`src/rtl/hier_inst_scheduler.sv`:
```
`default_nettype none
// ============================================================================
//  Module   : hier_inst_scheduler
//  Brief    : Round-robin owner scheduler for the children of one tree level;
//             grants are held until release or a hold limit forces them off.
//  Revision : 1.0 - initial release
// ============================================================================
module hier_inst_scheduler #(
    parameter int NUM_INST = 10,
    parameter int ID_W     = 4,
    parameter int MAX_HOLD = 16,
    parameter int CNT_W    = 16
) (
    input  logic                clk,
    input  logic                rst,
    input  logic                en,
    input  logic [NUM_INST-1:0] req,
    output logic [NUM_INST-1:0] gnt,
    output logic                gnt_valid,
    output logic [ID_W-1:0]     gnt_id,
    output logic                timeout,
    output logic [CNT_W-1:0]    grant_cnt
);

    localparam int         c_HOLD_W = $clog2(MAX_HOLD + 1);
    localparam logic [0:0] c_IDLE   = 1'b0;
    localparam logic [0:0] c_GRANT  = 1'b1;

    logic [0:0]          r_state;
    logic [NUM_INST-1:0] r_gnt;
    logic                r_gnt_valid;
    logic [ID_W-1:0]     r_gnt_id;
    logic                r_timeout;
    logic [CNT_W-1:0]    r_grant_cnt;
    logic [ID_W-1:0]     r_ptr;
    logic [c_HOLD_W-1:0] r_hold_cnt;

    logic [0:0]            w_state_nxt;
    logic [NUM_INST-1:0]   w_gnt_nxt;
    logic [ID_W-1:0]       w_gnt_id_nxt;
    logic                  w_timeout_nxt;
    logic [CNT_W-1:0]      w_grant_cnt_nxt;
    logic [ID_W-1:0]       w_ptr_nxt;
    logic [c_HOLD_W-1:0]   w_hold_nxt;

    logic [2*NUM_INST-1:0] w_req_dbl;
    logic [NUM_INST-1:0]   w_rot;
    logic [ID_W-1:0]       w_off;
    logic [ID_W:0]         w_sum;
    logic [ID_W-1:0]       w_win;
    logic [ID_W-1:0]       w_ptr_adv;
    logic                  w_owner_req;

    // Rotate requests so bit k is child (ptr+k) mod NUM_INST; lowest set bit wins.
    assign w_req_dbl = {req, req} >> r_ptr;
    assign w_rot     = w_req_dbl[NUM_INST-1:0];

    always_comb begin
        w_off = '0;
        for (int k = NUM_INST - 1; k >= 0; k--) begin
            if (w_rot[k]) begin
                w_off = ID_W'(k);
            end
        end
    end

    assign w_sum       = {1'b0, r_ptr} + {1'b0, w_off};
    assign w_win       = (w_sum >= (ID_W+1)'(NUM_INST)) ? ID_W'(w_sum - (ID_W+1)'(NUM_INST))
                                                        : w_sum[ID_W-1:0];
    assign w_ptr_adv   = (r_gnt_id == ID_W'(NUM_INST - 1)) ? '0 : r_gnt_id + ID_W'(1);
    assign w_owner_req = |(req & r_gnt);

    always_comb begin
        w_state_nxt     = r_state;
        w_gnt_nxt       = r_gnt;
        w_gnt_id_nxt    = r_gnt_id;
        w_timeout_nxt   = 1'b0;
        w_grant_cnt_nxt = r_grant_cnt;
        w_ptr_nxt       = r_ptr;
        w_hold_nxt      = r_hold_cnt;
        case (r_state)
            c_IDLE: begin
                w_gnt_nxt = '0;
                if (en && (|req)) begin
                    w_gnt_nxt       = NUM_INST'(1) << w_win;
                    w_gnt_id_nxt    = w_win;
                    w_hold_nxt      = c_HOLD_W'(1);
                    w_grant_cnt_nxt = r_grant_cnt + CNT_W'(1);
                    w_state_nxt     = c_GRANT;
                end
            end
            default: begin
                // The pointer moves past the owner on either kind of release.
                if (!w_owner_req || (r_hold_cnt == c_HOLD_W'(MAX_HOLD))) begin
                    w_gnt_nxt     = '0;
                    w_timeout_nxt = w_owner_req;
                    w_ptr_nxt     = w_ptr_adv;
                    w_hold_nxt    = '0;
                    w_state_nxt   = c_IDLE;
                end else begin
                    w_hold_nxt = r_hold_cnt + c_HOLD_W'(1);
                end
            end
        endcase
    end

    always_ff @(posedge clk) begin
        if (rst) begin
            r_state     <= c_IDLE;
            r_gnt       <= '0;
            r_gnt_valid <= 1'b0;
            r_gnt_id    <= '0;
            r_timeout   <= 1'b0;
            r_grant_cnt <= '0;
            r_ptr       <= '0;
            r_hold_cnt  <= '0;
        end else begin
            r_state     <= w_state_nxt;
            r_gnt       <= w_gnt_nxt;
            r_gnt_valid <= |w_gnt_nxt;
            r_gnt_id    <= w_gnt_id_nxt;
            r_timeout   <= w_timeout_nxt;
            r_grant_cnt <= w_grant_cnt_nxt;
            r_ptr       <= w_ptr_nxt;
            r_hold_cnt  <= w_hold_nxt;
        end
    end

    assign gnt       = r_gnt;
    assign gnt_valid = r_gnt_valid;
    assign gnt_id    = r_gnt_id;
    assign timeout   = r_timeout;
    assign grant_cnt = r_grant_cnt;

endmodule
`default_nettype wire
```
`config.mk`:
```
export PLATFORM = sky130hd
export DESIGN_NAME = hier_inst_scheduler
export DESIGN_NICKNAME = d
export VERILOG_FILES = /design/src/rtl/hier_inst_scheduler.sv
export SDC_FILE = /design/constraint.sdc
export NUM_CORES = 1
export LEC_CHECK = 0
export CORE_MARGIN = 3
export CORE_UTILIZATION = 49
export CTS_CLUSTER_SIZE = 8
export DETAILED_ROUTE_END_ITERATION = 10
export PLACE_DENSITY = 0.76
export SLEW_MARGIN = 20
export SYNTH_ARGS = -nofsm -noshare
export SYNTH_HDL_FRONTEND = slang
export SYNTH_SLANG_ARGS = --single-unit
```
`constraint.sdc`:
```
create_clock -name clk -period 4.54 [get_ports clk]
set_input_delay 0.908 -clock clk [delete_from_list [all_inputs] [get_ports clk]]
set_output_delay 0.908 -clock clk [all_outputs]
set_load 0.02 [all_outputs]
```
**Word-level counts from Yosys, hierarchy flattened**

Cells that the tools add are included.

- Flip-flop bits (word level): 42
- Input bits: 13
- Output and inout bits: 32
- Logic and storage cells: 52

- Add/sub/neg operators: 5
- Magnitude comparators: 1
- Eq/ne operators: 2
- Shift operators: 2
- Multiplexer cells: 21
- Bitwise gates (word level): 3
- Reductions and logical operators: 10

Operators with widths:

| cell | count |
|---|---|
| $mux W4 | 12 |
| $mux W10 | 3 |
| $reduce_or A10 Y1 | 3 |
| $shr A20 B4 Y10 | 1 |
| $add A16 B1 Y16 const B | 1 |
| $mux W5 | 3 |
| $and A10 B10 Y10 | 1 |
| $shl A1 B4 Y10 const A | 1 |
| $add A4 B4 Y5 | 1 |
| $add A5 B1 Y5 const B | 1 |
| $eq A5 B5 Y1 const B | 1 |
| $ge A5 B4 Y1 const B | 1 |
| $add A4 B1 Y4 const B | 1 |
| $eq A4 B4 Y1 const B | 1 |
| $reduce_and A2 Y1 | 2 |
| $sub A4 B4 Y4 const B | 1 |
| $mux W1 | 3 |
| $reduce_or A3 Y1 | 1 |
| $not A1 Y1 | 2 |
| $reduce_bool A2 Y1 | 1 |
| $logic_and A1 B1 Y1 | 1 |
| $logic_not A1 Y1 | 1 |
| $logic_or A1 B1 Y1 | 1 |

**Depth between registers and ports, before layout**

- Depth in word-level cells: 18
- Depth in mapped cells: 19
- Depth with buffers taken out: 16

**Least setup slack after synthesis**

Ideal clock, no wire load.

- Kind: input to register
- Start: in req[8]
- End: reg r_gnt[4], in the netlist gnt[4]
- Library setup time: 0.117 ns
- Arrival: 4.462 ns
- Required time: 4.423 ns
- Setup slack: -0.039 ns
- Stages on the path: 18
- Buffers on the path: 3
- Path through: clkbuf_1 -> mux4_2 -> mux2_2 -> o22ai_1 -> o21ai_0 -> o21ai_0 -> nor4b_2 -> ha_1 -> fa_1 -> buf_2 -> inv_2 -> ha_1 -> clkbuf_1 -> o31a_1 -> o21ai_0 -> a21o_1 -> and2_1 -> a32o_1

- Word-level cells in the longest chain between the ends: 17
- Elaborated cells between the ends (all ways): 25
- Classes of those cells: add/sub (2); order compare (1); shift (2); mux (14); bitwise (1); reduce/logical (5)

RTL lines:

| what | RTL line | text |
|---|---|---|
| start: declaration | 17 | `input logic [NUM_INST-1:0] req,` |
| $shr A20 B4 Y10 | 55 | `assign w_req_dbl = {req, req} >> r_ptr;` |
| $mux W4 (10 in a row) | 61 | `if (w_rot[k]) begin` |
| $add A4 B4 Y5 | 67 | `assign w_sum = {1'b0, r_ptr} + {1'b0, w_off};` |
| $sub A4 B4 Y4 / $ge A5 B4 Y1 (equally long branches) | 68 | `assign w_win = (w_sum >= (ID_W+1)'(NUM_INST)) ? ID_W'(w_sum - (ID_W+1)'(NUM_INST))` |
| $mux W4 | 68 |  |
| $shl A1 B4 Y10 | 85 | `w_gnt_nxt = NUM_INST'(1) << w_win;` |
| $mux W10 | 84 | `if (en && (\|req)) begin` |
| $mux W10 * | 81 | `case (r_state)` |
| end signal: assignment | 119 | `r_gnt <= w_gnt_nxt;` |
| end: declaration | 30 | `logic [NUM_INST-1:0] r_gnt;` |

Every way passes the cells marked *; elsewhere a longest branch is shown, timed or not.
A chain may end at the register's enable or synchronous reset.

**Worst setup path in the final report**

- Start: in req[7]
- End: reg r_gnt[3], in the netlist gnt[3]

Same word-level chain as after synthesis.

==> impl_metrics.toml <==
[outcome]
status = "complete, no violations"

[worst_setup_path]
crit_arrival_ns = 4.68
r2r-end = "gnt[3]"
r2r_slack_ns = 0.38
cp_top_family = "multiplexers"
required_ns = 4.77
critPathLaunchType = "input port"
worst-path-max-fanout = 6
cpPeakStageDelay_ns = 0.57
rr_worst_depth = 13
reg2reg_from = "r_ptr[1]"
end_kind = "register"
cp_cell_sequence = "dlygate4sd2_1 -> mux4_2 -> mux2_2 -> o22ai_1 -> nor2b_1 -> o211ai_1 -> o211a_1 -> fa_2 -> inv_2 -> or4_1 -> mux2_2 -> a31oi_2 -> a32o_1"
cp_common_cell = "mux2_2"
path_buf_inv = 2
critical_path_class = "in2reg"
slowest_stage = "fa_2"

[clock_tree]
cts_buffers = 5
clk_latency_ns = 0.29
cts_sinks = 42
clockBufferDepth = 2
cts_hold_buffers = 0
cts_tree = "done"
htreeDepth = 2
cts_root_buf = "clkbuf_8"
clkSlewWorstSetupHoldPaths_ns = 0.07

[yosys]
yosysMostFrequentCell = "nor2_1"
yosys-top-cells-area = "dfxtp_1 (28%), mux4_2 (9.7%), mux2i_1 (8.3%), nor2_1 (5.4%), xor2_1 (3.5%)"
synth-edff-count = 0
ys_async_sr_fraction_pct = 0
syn_area_um2 = 3010
yosysSeqAreaShare_pct = 27.9
yosys.area.top_type_share_pct = 27.9
avgSynthCellArea_um2 = 8.96
yosysUniqueCellTypes = 57
synth_fp_nets = 358
synth_top_area_cell = "dfxtp_1"
ys_seq_elements = 42
synthCells = 336
ys_dominant_reg_cell = "dfxtp_1"
synthTopCellsByCount = "nor2_1 (43), dfxtp_1 (42), mux2i_1 (25)"
synth_warnings = 0

[timing]
rsz0062_at_grt = "yes"
post-route-min-period_ns = 4.45
period_share_pct = 98.0
clock_skew_ns = 0.00672
tightest_slew_ns = 0.650
max_freq_ghz = 0.225
final-setup-viol-count = 0
slew_headroom_pct = 56.5
maxSlewViolCount = 0
hold_viol_final = 0
fin_setup_tns_ns = 0
fin_hold_ws_ns = 0.499

[placement]
globalplace.congestion = 0.943
portBuffers = 44
dp_hpwl_um = 6290
placed_cells = 478

[final_layout]
fin_cells = 487
nets = 437
drive_gt1_share_pct = 23.4
n_antenna_cell = 0
area_growth_pct = 30.3

[die]
die_w_um = 84.4
ios = 45
core-area_um2 = 5710
rows = 27
start_util_pct = 52.7
die_h_um = 84.4
die_area_um2 = 7120

[power_and_ir_drop]
leakage_nw = 1.51
p_clk_share_pct = 10.8
max-vdd-ir-drop_uv = 357
p_sw_mw = 0.922
p_sw_share_pct = 43.6
comb_power_share_pct = 66.1
seq_power_share_pct = 23.2
powerDensity_nw_per_um2 = 540
power.internal_mw = 1.19

[route]
wire_per_inst_um = 16.8
first_pass_iters = 5
vias_per_cell = 6.06
route.vias.total = 2953
finalWirelength_um = 8200
drt.antenna.violating_nets = 0
first_iter_violations = 225
drc = 0

[global_routing]
antenna_found_initial = 0
grt_pass1_wl_um = 14000
grt_overflow = 0
grtUsageTotal_pct = 23.4
grt_start_max_net_pins = 26
grt_pass1_vias = 2961

[min_path]
min_from = "gnt[6]"
min_delay_path_depth = 1
min_delay_worst_endpoint = "gnt[6]"
hold_class = "reg2reg"

[run]
cap_violations = 0
## cell families (layout without fill, tap and decap cells)
kind of cell | after synthesis | count (layout) | synth area share (%)
fa+ha+maj | 9 | 9 | 3.99
xor+xnor | 16 | 16 | 4.65
flops | 42 | 42 | 27.9
compound gates | 76 | 76 | 19.1
mux | 42 | 42 | 19.5
simple gates | 118 | 118 | 20.0
buf+inv | 33 | 112 | 4.74
## timing repair
item / CTS / global route
endpoints found under the setup margin: 13 / 13
gates resized for setup: 20 / 13
pin swaps: 4 / 4
buffers inserted: 1 / 1
## through the flow
step	utilization [%]	cell area, µm²	power [mW]	setup slack (ns)
after CTS	68.4	3910	2.07	0.116
after global routing	68.7	3920	2.27	-0.0376
final	68.7	3920	2.12	0.0888
after global placement	66.6	3800	1.77	-0.459
after floorplan	-	3010	1.33	0.0303
after detailed placement	66.6	3800	1.79	-0.545
## per-layer routing
layer,vias up,global-route usage [%],routed length [µm]
met2,107,39.2,3930
met5,-,0,0
met1,1406,31.3,3650
met3,17,3.43,485
met4,0,6.76,133
li1,1423,-,-
## power groups by stage
stage	sequential, mW	clock (mW)	combinational [mW]
6_report	0.490	0.228	1.40
5_1_grt	0.499	0.247	1.52
4_1_cts	0.488	0.232	1.35
3_5_place_dp	0.497	0	1.30
3_3_place_gp	0.496	0	1.27
2_1_floorplan	0.497	0	0.828
## sequential cells by signal, indices dropped and copies added (netlist names)
signal,count
gnt,10
gnt_id,4
gnt_valid,1
grant_cnt,16
r_hold_cnt,5
r_ptr,4
r_state,1
timeout,1
## worst max path at each step
stage	endpoint	startpoint	cells after the start	slack, ns
2_1_floorplan	gnt[8]	req[8]	17	0.03
3_3_place_gp	gnt[9]	req[1]	18	-0.46
3_5_place_dp	gnt[9]	req[5]	17	-0.54
4_1_cts	gnt[4]	req[9]	16	0.12
5_1_grt	gnt[8]	req[7]	15	-0.04
6_report	gnt[3]	req[7]	13	0.09
## final cells by class
cell class / instances / area, µm²
Clock buffer: 6 / 72.6
Timing Repair Buffer: 92 / 790
Multi-Input combinational cell: 261 / 2070
Inverter: 13 / 48.8
Tap cell: 72 / 90.1
Sequential cell: 42 / 842
Fill cell: 463 / 1790
Clock inverter: 1 / 7.51
## worst reg2reg max path: stages, from the launching register on
cell and delay (ns):
dfxtp_1 0.58, buf_4 0.23, mux4_2 0.52, and2_1 0.17
o22ai_1 0.14, nor2b_1 0.19, o211ai_1 0.12, o211a_1 0.19
fa_2 0.57, inv_2 0.06, or4_1 0.47, mux2_2 0.30
a31oi_2 0.34, a32o_1 0.22
## cells in the final DEF (no fill, tap or decap), types with 6 or more instances in the layout
cell type         n
nor2_1           42
mux2i_1          24
nand3_1          13
a21oi_1          12
dfxtp_1          41
buf_4            47
ha_1              6
clkdlybuf4s50_1  34
nor2b_1           6
dlygate4sd2_1     7
a32o_1           10
inv_1            11
xor2_1           11
a22oi_1           6
mux4_2           13
o21ai_0           9
nand2_1          19
Note: power is estimated with default switching activity, not from simulation.
